### src/rtl/bsr_meta_encode.sv
// BSR metadata encoder: turns a row-ordered stream of nonzero block coordinates
// into row_ptr/col_idx arrays in memory. Optional ordering checks: META_ENC_ORDER_CHECK_EN.
module bsr_meta_encode #(
    parameter int DATA_WIDTH = 32
) (
    input  logic                  clk,
    input  logic                  rst_n,
    input  logic                  start,
    input  logic [31:0]           cfg_row_base,
    input  logic [31:0]           cfg_col_base,
    input  logic [15:0]           cfg_num_rows,
    input  logic                  in_valid,
    output logic                  in_ready,
    input  logic [15:0]           in_row,
    input  logic [15:0]           in_col,
    input  logic                  in_last,
    output logic                  mem_we,
    output logic [31:0]           mem_addr,
    output logic [DATA_WIDTH-1:0] mem_wdata,
    input  logic                  mem_ready,
    output logic                  busy,
    output logic                  done,
    output logic                  err,
    output logic [31:0]           nnz_count
);

    localparam logic [31:0] STRIDE = 32'(DATA_WIDTH / 8);

    typedef enum logic [2:0] {
        IDLE,
        ROWPTR,
        ACCEPT,
        COLWR,
        FLUSH,
        DONE
    } state_t;

    state_t state, state_d;

    logic [31:0] row_base;
    logic [31:0] col_base;
    logic [15:0] num_rows;
    // One bit wider than in_row so the flush pass can step past row 65535.
    logic [16:0] cur_row;
    logic [31:0] nnz;
    logic [15:0] col_q;
    logic        last_q;

    logic        row_hit;
    logic        row_ahead;
    logic        flush_more;
    logic        bad_entry;
    logic        start_acc;
    logic        hs;
    logic        capture;
    logic        advance_row;
    logic        col_done;
    logic        row_step;
    logic [31:0] row_addr;
    logic [31:0] col_addr;

    assign row_hit    = ({1'b0, in_row} == cur_row);
    assign row_ahead  = ({1'b0, in_row} > cur_row);
    assign flush_more = (cur_row <= {1'b0, num_rows});

`ifdef META_ENC_ORDER_CHECK_EN
    logic [15:0] prev_col;
    logic        prev_vld;
    logic        err_q;

    assign bad_entry = ({1'b0, in_row} < cur_row)
                     || (in_row >= num_rows)
                     || (row_hit && prev_vld && (in_col <= prev_col));
    // Offending entries are consumed so the stream cannot stall on them.
    assign in_ready  = (state == ACCEPT) && (row_hit || bad_entry);
    assign err       = err_q;

    always_ff @(posedge clk or negedge rst_n) begin
        if (!rst_n) begin
            err_q    <= 1'b0;
            prev_vld <= 1'b0;
            prev_col <= '0;
        end else if (start_acc) begin
            err_q    <= 1'b0;
            prev_vld <= 1'b0;
        end else begin
            if (hs && bad_entry) err_q <= 1'b1;
            if (row_step)        prev_vld <= 1'b0;
            if (capture) begin
                prev_vld <= 1'b1;
                prev_col <= in_col;
            end
        end
    end
`else
    assign bad_entry = 1'b0;
    // Entries behind the current row are folded into the current row.
    assign in_ready  = (state == ACCEPT) && !row_ahead;
    assign err       = 1'b0;
`endif

    assign start_acc   = (state == IDLE) && start;
    assign hs          = (state == ACCEPT) && in_valid && in_ready;
    assign capture     = hs && !bad_entry;
    assign advance_row = (state == ACCEPT) && in_valid && !in_ready;
    assign col_done    = (state == COLWR) && mem_ready;
    assign row_step    = advance_row
                       || (hs && bad_entry)
                       || (col_done && last_q)
                       || ((state == FLUSH) && mem_ready && flush_more);

    always_ff @(posedge clk or negedge rst_n) begin
        if (!rst_n) begin
            state <= IDLE;
        end else begin
            state <= state_d;
        end
    end

    always_comb begin
        state_d = state;
        case (state)
            IDLE:   if (start) state_d = ROWPTR;
            ROWPTR: if (mem_ready) state_d = (num_rows == '0) ? DONE : ACCEPT;
            ACCEPT: begin
                if (in_valid) begin
                    if (!in_ready)      state_d = ROWPTR;
                    else if (bad_entry) state_d = FLUSH;
                    else                state_d = COLWR;
                end
            end
            COLWR:  if (mem_ready) state_d = last_q ? FLUSH : ACCEPT;
            FLUSH: begin
                if (!flush_more || (mem_ready && (cur_row == {1'b0, num_rows})))
                    state_d = DONE;
            end
            DONE:    state_d = IDLE;
            default: state_d = IDLE;
        endcase
    end

    always_ff @(posedge clk or negedge rst_n) begin
        if (!rst_n) begin
            row_base <= '0;
            col_base <= '0;
            num_rows <= '0;
            cur_row  <= '0;
            nnz      <= '0;
            col_q    <= '0;
            last_q   <= 1'b0;
        end else if (start_acc) begin
            row_base <= cfg_row_base;
            col_base <= cfg_col_base;
            num_rows <= cfg_num_rows;
            cur_row  <= '0;
            nnz      <= '0;
            last_q   <= 1'b0;
        end else begin
            if (row_step) cur_row <= cur_row + 17'd1;
            if (col_done) nnz <= nnz + 32'd1;
            if (capture) begin
                col_q  <= in_col;
                last_q <= in_last;
            end
        end
    end

    assign row_addr = row_base + 32'(cur_row) * STRIDE;
    assign col_addr = col_base + nnz * STRIDE;

    always_comb begin
        mem_we    = 1'b0;
        mem_addr  = '0;
        mem_wdata = '0;
        case (state)
            ROWPTR: begin
                mem_we    = 1'b1;
                mem_addr  = row_addr;
                mem_wdata = DATA_WIDTH'(nnz);
            end
            COLWR: begin
                mem_we    = 1'b1;
                mem_addr  = col_addr;
                mem_wdata = DATA_WIDTH'(col_q);
            end
            FLUSH: begin
                if (flush_more) begin
                    mem_we    = 1'b1;
                    mem_addr  = row_addr;
                    mem_wdata = DATA_WIDTH'(nnz);
                end
            end
            default: ;
        endcase
    end

    assign busy      = (state != IDLE);
    assign done      = (state == DONE);
    assign nnz_count = nnz;

endmodule

### config.mk
export PLATFORM = sky130hd
export DESIGN_NAME = bsr_meta_encode
export DESIGN_NICKNAME = d
export VERILOG_FILES = /design/src/rtl/bsr_meta_encode.sv
export SDC_FILE = /design/constraint.sdc
export NUM_CORES = 1
export LEC_CHECK = 0
export BUFFER_PORTS_ARGS = -buffer_cell sky130_fd_sc_hd__buf_4
export CAP_MARGIN = 20
export CORE_MARGIN = 8
export CORE_UTILIZATION = 50
export CTS_BUF_LIST = sky130_fd_sc_hd__clkbuf_16
export CTS_CLUSTER_DIAMETER = 30
export DETAILED_ROUTE_END_ITERATION = 8
export PLACE_DENSITY = 0.77
export SYNTH_ARGS = -nofsm -noshare
export SYNTH_HDL_FRONTEND = slang
export SYNTH_SLANG_ARGS = --single-unit
### constraint.sdc
create_clock -name clk -period 3 [get_ports clk]
set_clock_uncertainty 0.2 [all_clocks]
set_input_delay 0.15 -clock clk [delete_from_list [all_inputs] [get_ports clk]]
set_output_delay 0.15 -clock clk [all_outputs]
set_load 0.05 [all_outputs]
==> impl_metrics.json, run 1 <==
{
  "status": "complete, but fails checks",
  "violations": "negative setup slack",
  "peakVddDrop_mv": 1.21,
  "fp-row-count": 52,
  "max_freq_mhz": 274,
  "drc": 0,
  "path_delay_family": "compound AO/OA/AOI/OAI gates",
  "tightest_slew_ps": 851,
  "dp_hpwl_mm": 25.3,
  "synth_flop_cell": "dfrtp_1",
  "cts_sinks": 149,
  "first_pass_iters": 6,
  "total_power_mw": 14.7,
  "synthArstFlopShare_pct": 100,
  "coreArea_mm2": 0.0200,
  "crit_required_ps": 3100,
  "cpMostUsedCell": "buf_6",
  "vias_per_cell": 6.17,
  "slew_violations": 0,
  "cts_max_level": 4,
  "yosysTopAreaCellShare_pct": 36.8,
  "min_period_ps": 3650,
  "synth_area_mm2": 0.0101,
  "finalCritPeriodShare_pct": 122,
  "io_buffers": 217,
  "worstSkewPairLatency_ps": 440,
  "final_nets": 1866,
  "seqCellArea_mm2": 0.00375,
  "dieArea_mm2": 0.0251,
  "wire_per_inst_um": 22.9,
  "antenna_left": 0,
  "clockBufferDepth": 2,
  "worstPathArrival_ps": 3750,
  "vias": 12052,
  "grt_max_degree": 144,
  "final-hold-violation-count": 0,
  "clk_pin_slew_ps": 70,
  "crit_start": "cur_row[7]$_DFFE_PN0P_",
  "cpPeakStageDelay_ps": 500,
  "max-cap-violations": 0,
  "overflow": 0,
  "drt_iter0_drc": 1217,
  "ys_types": 59,
  "synth_edf_count": 0,
  "grt_pass1_vias": 11813,
  "synth_nets": 1414,
  "final-setup-viol-count": 101,
  "cts_tree": "done",
  "synth_top_cell_by_area": "dfrtp_1",
  "numCtsBuffers": 17,
  "layout-drive-gt1-share_pct": 38.8,
  "grt_usage_pct": 30.9,
  "die_w_um": 158,
  "crit_type": "flip-flop to flip-flop",
  "rsz0062_at_grt": "yes",
  "path_cells": "ha_1 -> nand2_1 -> o21ai_2 -> a211oi_2 -> o21ai_4 -> buf_6 -> buf_6 -> buf_6 -> buf_6 -> buf_6 -> o22ai_4 -> a211oi_4 -> buf_12 -> buf_12 -> buf_6 -> o31ai_2 -> a21oi_2",
  "yosys_register_bits": 149,
  "fin_ws_ps": -652,
  "multiInputGateArea_mm2": 0.00756,
  "critPathBufInv": 8,
  "root_buffer": "clkbuf_16",
  "gp_congestion": 0.935,
  "ys_top_cells_by_area": "dfrtp_1 (37%), nand2_1 (10%), ha_1 (9.9%)",
  "syn2layout_area_growth_pct": 66.9,
  "synthCells": 1214,
  "start_kind": "flip-flop",
  "grt_pass1_wl_mm": 60.6,
  "fin_util_pct": 84.4,
  "ys_warn_count": 0,
  "worstHoldPathType": "input port to async pin",
  "leakage_nw": 7.92,
  "path_max_fanout": 6,
  "antenna_found_initial": 2,
  "power.density_mw_per_mm2": 870,
  "relSlewSlack_pct": 42.8,
  "synth_area_per_cell_um2": 8.35,
  "tns_ps": -36710,
  "ys_seq_area_share_pct": 36.8,
  "rr_startpoint": "cur_row[7]$_DFFE_PN0P_",
  "die_height_um": 158,
  "pin_count": 219,
  "routed_wl_mm": 44.8,
  "initial_utilization_pct": 50.6,
  "cp_slowest_cell": "dfrtp_1",
  "endpoint_kind": "flip-flop",
  "fillers": 1013
}
[final timing paths]
check,endpoint,slack (ps),cells past startpoint
worst max-delay path,cur_row[6]$_DFFE_PN0P_,-650,17
worst min register to register,col_base[24]$_DFFE_PN0P_,290,2
min in group clk,col_base[5]$_DFFE_PN0P_,80,5
worst min-delay path,col_base[1]$_DFFE_PN0P_,50,2
max in group asynchronous,cur_row[10]$_DFFE_PN0P_,1810,3
worst max register to register,cur_row[6]$_DFFE_PN0P_,-650,17
[cell families (layout without fill, tap and decap cells)]
logic type,Yosys count,after routing,share of synthesized area (%)
multiplexers,18,18,1.97
AND/OR/NAND/NOR,499,499,22.3
adder cells (fa/ha/maj),82,82,10.3
buffers and inverters,103,568,3.90
XOR/XNOR,73,73,6.31
flip-flops,149,149,36.8
AO/OA/AOI/OAI,289,289,18.4
other,1,4,0.0370
[registers in the layout, summed over array words and instances (netlist names)]
name       cells
col_base      32
nnz_count     32
row_base      32
state          3
col_q         16
last_q         1
num_rows      16
cur_row       17
[routing by layer]
layer / GRT usage, % / part of all wire, % / vias to the layer above / routed length (um)
li1: - / - / 5176 / -
met1: 34.7 / 35 / 5801 / 15600
met2: 54.5 / 50 / 827 / 22400
met3: 6.65 / 8.9 / 248 / 3990
met4: 15.4 / 6.3 / 0 / 2800
met5: 0 / 0 / - / 0
[report_power, final]
| group | switching (mW) | internal, mW | leakage, nW |
|---|---|---|---|
| clock | 0.938 | 1.13 | 0.273 |
| sequential | 0.620 | 2.70 | 1.89 |
| combinational | 5.47 | 3.86 | 5.76 |
| total | 7.03 | 7.69 | 7.92 |
[per-stage QoR]
step                      hold WS, ps  setup WS (ps)  area, um^2  cells
after CTS                        44.9           -391       16000   1932
after global placement          -63.3          -46.0       13600   1776
after detailed placement        -62.3           -135       13600   1776
after floorplan                  -346          -76.0       10800   1214
after global routing             81.7           -662       16900   1950
final                            49.2           -652       16900   1952
[cell usage after synthesis, types with 4 or more instances]
library cell and number:
a211oi_1 15, a21boi_0 5, a21o_1 29, a21oi_1 57, a22o_1 17, a31oi_1 11
and2_1 21, and3_1 16, and4_1 5, buf_2 4, clkbuf_1 43, dfrtp_1 149
ha_1 80, inv_1 54, mux2_2 16, nand2_1 271, nand2b_1 11, nand3_1 32
nand4_1 19, nor2_1 65, nor2b_1 7, nor3_1 13, nor4_1 7, o211ai_1 9
o21a_1 14, o21ai_0 72, o22ai_1 28, o31ai_1 7, o32ai_1 5, or2_2 4
or3_1 15, or4_1 7, xnor2_1 29, xor2_1 44
[worst register-to-register path: cells and delay by family (launching register included)]
kind | cells | cell delay [ps]
AND/OR/NAND/NOR | 1 | 80
adder cells (fa/ha/maj) | 1 | 340
AO/OA/AOI/OAI | 7 | 1400
flip-flops | 1 | 500
buffers and inverters | 8 | 1000
[layout by cell type (no fill, tap or decap), types with 11 or more instances in the layout]
| cell | Yosys | routed |
|---|---|---|
| a22o_1 | 17 | 17 |
| dfrtp_2 | 0 | 20 |
| buf_8 | 0 | 22 |
| buf_6 | 0 | 68 |
| o21a_1 | 14 | 13 |
| o22ai_4 | 0 | 24 |
| nand2b_1 | 11 | 11 |
| xor2_1 | 44 | 40 |
| a21oi_2 | 0 | 11 |
| or3_1 | 15 | 12 |
| dlygate4sd3_1 | 0 | 100 |
| inv_1 | 54 | 46 |
| xnor2_1 | 29 | 19 |
| and3_1 | 16 | 15 |
| nand4_1 | 19 | 19 |
| a21oi_1 | 57 | 41 |
| ha_4 | 0 | 27 |
| mux2_2 | 16 | 16 |
| and2_4 | 0 | 15 |
| nand2_1 | 271 | 265 |
| o21ai_0 | 72 | 42 |
| dfrtp_1 | 149 | 129 |
| o21ai_2 | 0 | 16 |
| nand3_1 | 32 | 30 |
| clkbuf_16 | 0 | 20 |
| a21o_1 | 29 | 29 |
| ha_1 | 80 | 51 |
| nor2_1 | 65 | 62 |
| buf_4 | 1 | 277 |
[layout make-up]
class                           instances  share of cell area (%)
Inverter                               54                    1.23
Tap cell                              270                    2.00
Timing Repair Buffer                  482                    26.6
Clock buffer                           17                    2.51
Multi-Input combinational cell        962                    44.7
Clock inverter                         15                   0.695
Sequential cell                       149                    22.2
Antenna cell                            3                  0.0444
[repair_timing]
| action | CTS | global route |
|---|---|---|
| cloned | 2 | 3 |
| hold buffers | 100 | 0 |
| setup buffers | 22 | 17 |
| endpoints found under the hold margin | 252 | 0 |
| pin swaps | 67 | 97 |
| endpoints found under the setup margin | 69 | 101 |
| gates resized for setup | 151 | 177 |
Note: power is estimated with default switching activity, not from simulation.
==> run 2: changes to the inputs <==
--- a/config.mk
+++ b/config.mk
@@ -10,9 +10,10 @@
 export CORE_MARGIN = 8
 export CORE_UTILIZATION = 50
 export CTS_BUF_LIST = sky130_fd_sc_hd__clkbuf_16
-export CTS_CLUSTER_DIAMETER = 30
+export CTS_CLUSTER_DIAMETER = 200
 export DETAILED_ROUTE_END_ITERATION = 8
 export PLACE_DENSITY = 0.77
+export SKIP_CTS_REPAIR_TIMING = 1
 export SYNTH_ARGS = -nofsm -noshare
 export SYNTH_HDL_FRONTEND = slang
 export SYNTH_SLANG_ARGS = --single-unit
==> impl_metrics.json, run 2 (synthesized netlist as in run 1, its figures left out) <==
{
  "status": "complete, but fails checks",
  "violations": "negative setup slack",
  "grt_max_degree": 144,
  "numCtsBuffers": 17,
  "crit_start": "cur_row[1]$_DFFE_PN0P_",
  "worstHoldPathType": "input port to flip-flop",
  "r2r_slack_ps": -350,
  "crit_type": "flip-flop to output port",
  "vias_per_cell": 5.75,
  "total_power_mw": 13.6,
  "root_buffer": "clkbuf_16",
  "worstSkewPairLatency_ps": 440,
  "final_nets": 1841,
  "wire_per_inst_um": 19.2,
  "io_buffers": 217,
  "drc": 0,
  "max_freq_mhz": 285,
  "grt_pass1_vias": 10217,
  "swShare_pct": 47.2,
  "reg2regPathDepth": 16,
  "start_kind": "flip-flop",
  "initial_utilization_pct": 50.6,
  "pwr-share-comb_pct": 61.1,
  "clk_pin_slew_ps": 60,
  "endpoint_kind": "output port",
  "reg2reg_to": "cur_row[4]$_DFFE_PN0P_",
  "min_period_ps": 3510,
  "p_seq_share_pct": 23.9,
  "fp-row-count": 52,
  "dp_hpwl_mm": 25.3,
  "crit_end": "mem_addr[23]",
  "first_pass_iters": 5,
  "fillers": 1268,
  "grt_pass1_wl_mm": 51.3,
  "dieArea_mm2": 0.0251,
  "dpl_worst_slack_ps": -135,
  "fin_ws_ps": -511,
  "clockBufferDepth": 2,
  "finalCritPeriodShare_pct": 117,
  "cts_max_level": 4,
  "rr_startpoint": "cur_row[3]$_DFFE_PN0P_",
  "die_height_um": 158,
  "p_sw_mw": 6.42,
  "pwr-share-clk_pct": 15.0,
  "cts_tree": "done",
  "drt_iter0_drc": 724,
  "max-cap-violations": 0,
  "vias": 11057,
  "leakage_nw": 7.60,
  "final_cell_mix": "buf_4 (307), nand2_1 (268), dfrtp_1 (132), dlygate4sd3_1 (99), nor2_1 (62)",
  "rsz0062_at_grt": "yes",
  "layout_commonest_cell": "buf_4",
  "pin_count": 219,
  "final-hold-violation-count": 0,
  "antenna_found_initial": 1,
  "tightest_slew_ps": 835,
  "routed_wl_mm": 37.0,
  "die_w_um": 158,
  "cts_sinks": 149,
  "peakVddDrop_mv": 0.953,
  "crit_required_ps": 2650,
  "grt_usage_pct": 26.0,
  "final-setup-viol-count": 84,
  "syn2layout_area_growth_pct": 56.6,
  "slew_violations": 0,
  "layout-drive-gt1-share_pct": 33.5,
  "antenna_left": 0,
  "coreArea_mm2": 0.0200,
  "p_int_mw": 7.20,
  "multiInputGateArea_mm2": 0.00705,
  "hold_path_depth": 4,
  "overflow": 0,
  "worstPathArrival_ps": 3160,
  "relSlewSlack_pct": 43.8,
  "diodes": 0,
  "power.density_mw_per_mm2": 858,
  "path_max_fanout": 8,
  "gp_congestion": 0.935,
  "seqCellArea_mm2": 0.00375
}
[run 2: changes by cell type in the layout (fill, tap and decap cells not counted), sizes merged]
cell,previous run,this run
dlygate4sd3,100,99
buf,379,355
diode,3,0
[run 2: worst min path at each step]
stage	startpoint	to	slack, ps
after floorplan	rst_n	col_base[0]$_DFFE_PN0P_	-350
after detailed placement	rst_n	col_base[0]$_DFFE_PN0P_	-60
after global routing	in_valid	state[2]$_DFFE_PN0P_	50
final	in_valid	state[2]$_DFFE_PN0P_	20
after CTS	rst_n	col_base[28]$_DFFE_PN0P_	-530
after global placement	rst_n	col_base[1]$_DFFE_PN0P_	-60
[run 2: routing by layer]
layer / vias to the layer above / part of all wire, % / track usage (%)
met4: 2 / 3.7 / 8.76
met1: 5328 / 38 / 31.1
met5: - / 0.041 / 0
li1: 5133 / - / -
met3: 106 / 7.4 / 5.35
met2: 488 / 51 / 45.7
[run 2: metrics by stage]
step,area (um^2),util (%),hold slack [ps],std cells,TNS [ps]
2_1_floorplan,10800,-,-346,1214,-146
3_3_place_gp,13600,67.7,-63.3,1776,-212
3_5_place_dp,13600,67.7,-62.3,1776,-929
4_1_cts,14100,70.4,-531,1808,-24020
5_1_grt,15900,79.3,52.1,1924,-30470
6_report,15900,79.3,18.0,1924,-24270
[run 2: power groups by stage]
stage / logic [mW] / clock network, mW / registers [mW]
4_1_cts: 7.44 / 2.05 / 3.21
3_3_place_gp: 7.27 / 0 / 3.21
2_1_floorplan: 4.99 / 0 / 3.20
5_1_grt: 8.86 / 2.14 / 3.32
6_report: 8.32 / 2.04 / 3.25
3_5_place_dp: 7.39 / 0 / 3.23
[run 2: worst max-delay path, stage by stage (launching register included)]
cell and delay (ps):
dfrtp_1 400, buf_4 170, ha_1 180, a21o_1 190, a21o_1 180, a211oi_2 200, o21ai_2 100, o211a_1 290
or2_4 340, a211o_1 260, o211ai_1 150, buf_4 260
[run 2: area by class of cell]
type                    count  area share (%)
repair buffers            457            25.1
well taps                 270            2.13
multi-input cells         962            44.4
flip-flops and latches    149            23.6
clock buffers              17            2.68
inverters                  54            1.29
clock inverters            15           0.741
==> run 3: changes to the inputs <==
--- a/config.mk
+++ b/config.mk
@@ -13,7 +13,9 @@
 export CTS_CLUSTER_DIAMETER = 200
 export DETAILED_ROUTE_END_ITERATION = 8
 export PLACE_DENSITY = 0.77
+export REMOVE_ABC_BUFFERS = 1
 export SKIP_CTS_REPAIR_TIMING = 1
+export SKIP_LAST_GASP = 1
 export SYNTH_ARGS = -nofsm -noshare
 export SYNTH_HDL_FRONTEND = slang
 export SYNTH_SLANG_ARGS = --single-unit
==> impl_metrics.json, run 3 (synthesized netlist as in run 1, its figures left out) <==
{
  "status": "complete, but fails checks",
  "violations": "negative setup slack",
  "antenna_left": 0,
  "fin_ws_ps": -589,
  "gp_congestion": 0.955,
  "overflow": 0,
  "initial_utilization_pct": 50.6,
  "endpoint_kind": "output port",
  "rsz0062_at_grt": "yes",
  "diodes": 0,
  "max-cap-violations": 0,
  "root_buffer": "clkbuf_16",
  "final_cell_mix": "buf_4 (311), nand2_1 (268), dfrtp_1 (147), dlygate4sd3_1 (99), buf_6 (62)",
  "finalCritPeriodShare_pct": 120,
  "fp-row-count": 52,
  "routed_wl_mm": 43.3,
  "clk_pin_slew_ps": 70,
  "fin_util_pct": 81.8,
  "max_freq_mhz": 279,
  "dieArea_mm2": 0.0251,
  "path_delay_family": "compound AO/OA/AOI/OAI gates",
  "cts_max_level": 4,
  "place_area_mm2": 0.0131,
  "cpMostUsedCell": "buf_12",
  "worstHoldPathType": "input port to flip-flop",
  "path_max_fanout": 6,
  "worstPathArrival_ps": 3240,
  "relSlewSlack_pct": 56.8,
  "grt_pass1_vias": 10611,
  "cp_slowest_cell": "dfrtp_1",
  "grt_usage_pct": 26.6,
  "cts_sinks": 149,
  "drc": 0,
  "first_pass_iters": 5,
  "power.density_mw_per_mm2": 878,
  "die_height_um": 158,
  "start_kind": "flip-flop",
  "numCtsBuffers": 17,
  "peakVddDrop_mv": 1.31,
  "critPathBufInv": 4,
  "slew_violations": 0,
  "layout-drive-gt1-share_pct": 35.9,
  "crit_type": "flip-flop to output port",
  "cts_tree": "done",
  "crit_required_ps": 2650,
  "vias": 11846,
  "grt_max_degree": 144,
  "cpPeakStageDelay_ps": 420,
  "final-setup-viol-count": 100,
  "min_period_ps": 3590,
  "finish.instance_area_mm2": 0.0164,
  "fillers": 1127,
  "dp_hpwl_mm": 25.5,
  "syn2layout_area_growth_pct": 61.6,
  "wire_per_inst_um": 22.0,
  "antenna_found_initial": 0,
  "io_buffers": 217,
  "die_w_um": 158,
  "vias_per_cell": 6.02,
  "fin_cells": 1967,
  "grt_pass1_wl_mm": 52.8,
  "coreArea_mm2": 0.0200,
  "path_cells": "ha_1 -> a21o_1 -> a211oi_2 -> o21a_1 -> nor2_2 -> o211a_1 -> buf_6 -> nor2_4 -> buf_12 -> buf_12 -> nand2_1 -> o21ai_0 -> buf_4",
  "final-hold-violation-count": 0,
  "r2r_slack_ps": -430,
  "dp.cells": 1802,
  "pin_count": 219,
  "tightest_slew_ps": 648,
  "worstSkewPairLatency_ps": 450,
  "leakage_nw": 7.95,
  "layout_commonest_cell": "buf_4",
  "clockBufferDepth": 2,
  "drt_iter0_drc": 1058,
  "final_nets": 1885
}
[run 3: changes by cell type in the layout (fill, tap and decap cells not counted), sizes merged]
| cell | change |
|---|---|
| or2 | +1 |
| clkinv | -1 |
| buf | +41 |
| clkinvlp | -1 |
| bufinv | +2 |
| clkbuf | +2 |
| inv | -1 |
[run 3: power breakdown]
| part | leakage (nW) | internal (mW) | switching [mW] |
|---|---|---|---|
| combinational | 5.74 | 3.66 | 5.20 |
| sequential | 1.92 | 2.70 | 0.617 |
| clock | 0.289 | 1.30 | 0.920 |
| total | 7.95 | 7.65 | 6.74 |
[run 3: per-stage QoR]
stage	worst slack (ps)	total power, mW	hold WS (ps)	TNS, ps
2_1_floorplan	-1510	7.19	-346	-113370
3_3_place_gp	-181	9.73	-29.3	-2650
3_5_place_dp	-290	9.86	-27.5	-6820
4_1_cts	-770	12.1	-495	-37480
5_1_grt	-664	15.0	35.1	-44610
6_report	-589	14.4	18.9	-36710
[run 3: per-layer routing]
metal	vias to the layer above	GRT usage (%)	part of all wire, %
met5	-	0	0
met4	0	9.47	5.2
met3	215	8.33	9.7
met2	759	43.2	48
met1	5666	32.7	37
li1	5206	-	-
[run 3: final cells by class]
class | count | area [um^2] | area share [%]
Timing Repair Buffer | 500 | 4530 | 27.6
Clock inverter | 14 | 160 | 0.977
Tap cell | 270 | 338 | 2.06
Inverter | 54 | 208 | 1.27
Sequential cell | 149 | 3730 | 22.8
Multi-Input combinational cell | 963 | 7000 | 42.7
Clock buffer | 17 | 425 | 2.60
[run 3: path summary, 6_finish.rpt]
kind,cells after the start,to,startpoint
worst max-delay path,13,mem_addr[6],cur_row[10]$_DFFE_PN0P_
min in group asynchronous,2,num_rows[1]$_DFFE_PN0P_,rst_n
worst min register to register,2,col_base[0]$_DFFE_PN0P_,col_base[0]$_DFFE_PN0P_
worst min-delay path,4,state[2]$_DFFE_PN0P_,in_valid
worst max register to register,16,cur_row[6]$_DFFE_PN0P_,cur_row[2]$_DFFE_PN0P_
max in group asynchronous,3,row_base[29]$_DFFE_PN0P_,rst_n
[run 3: worst reg2reg max path, cell delays in order (launching register included)]
cell and delay [ps]:
dfrtp_2 430, buf_6 120, buf_6 80, buf_6 80
buf_6 120, inv_4 50, ha_4 270, nand4_1 130
nor2_1 170, a211oi_2 60, o32ai_2 370, o21a_2 260
a211oi_4 90, buf_6 140, buf_12 130, or4_4 530
a21oi_2 120
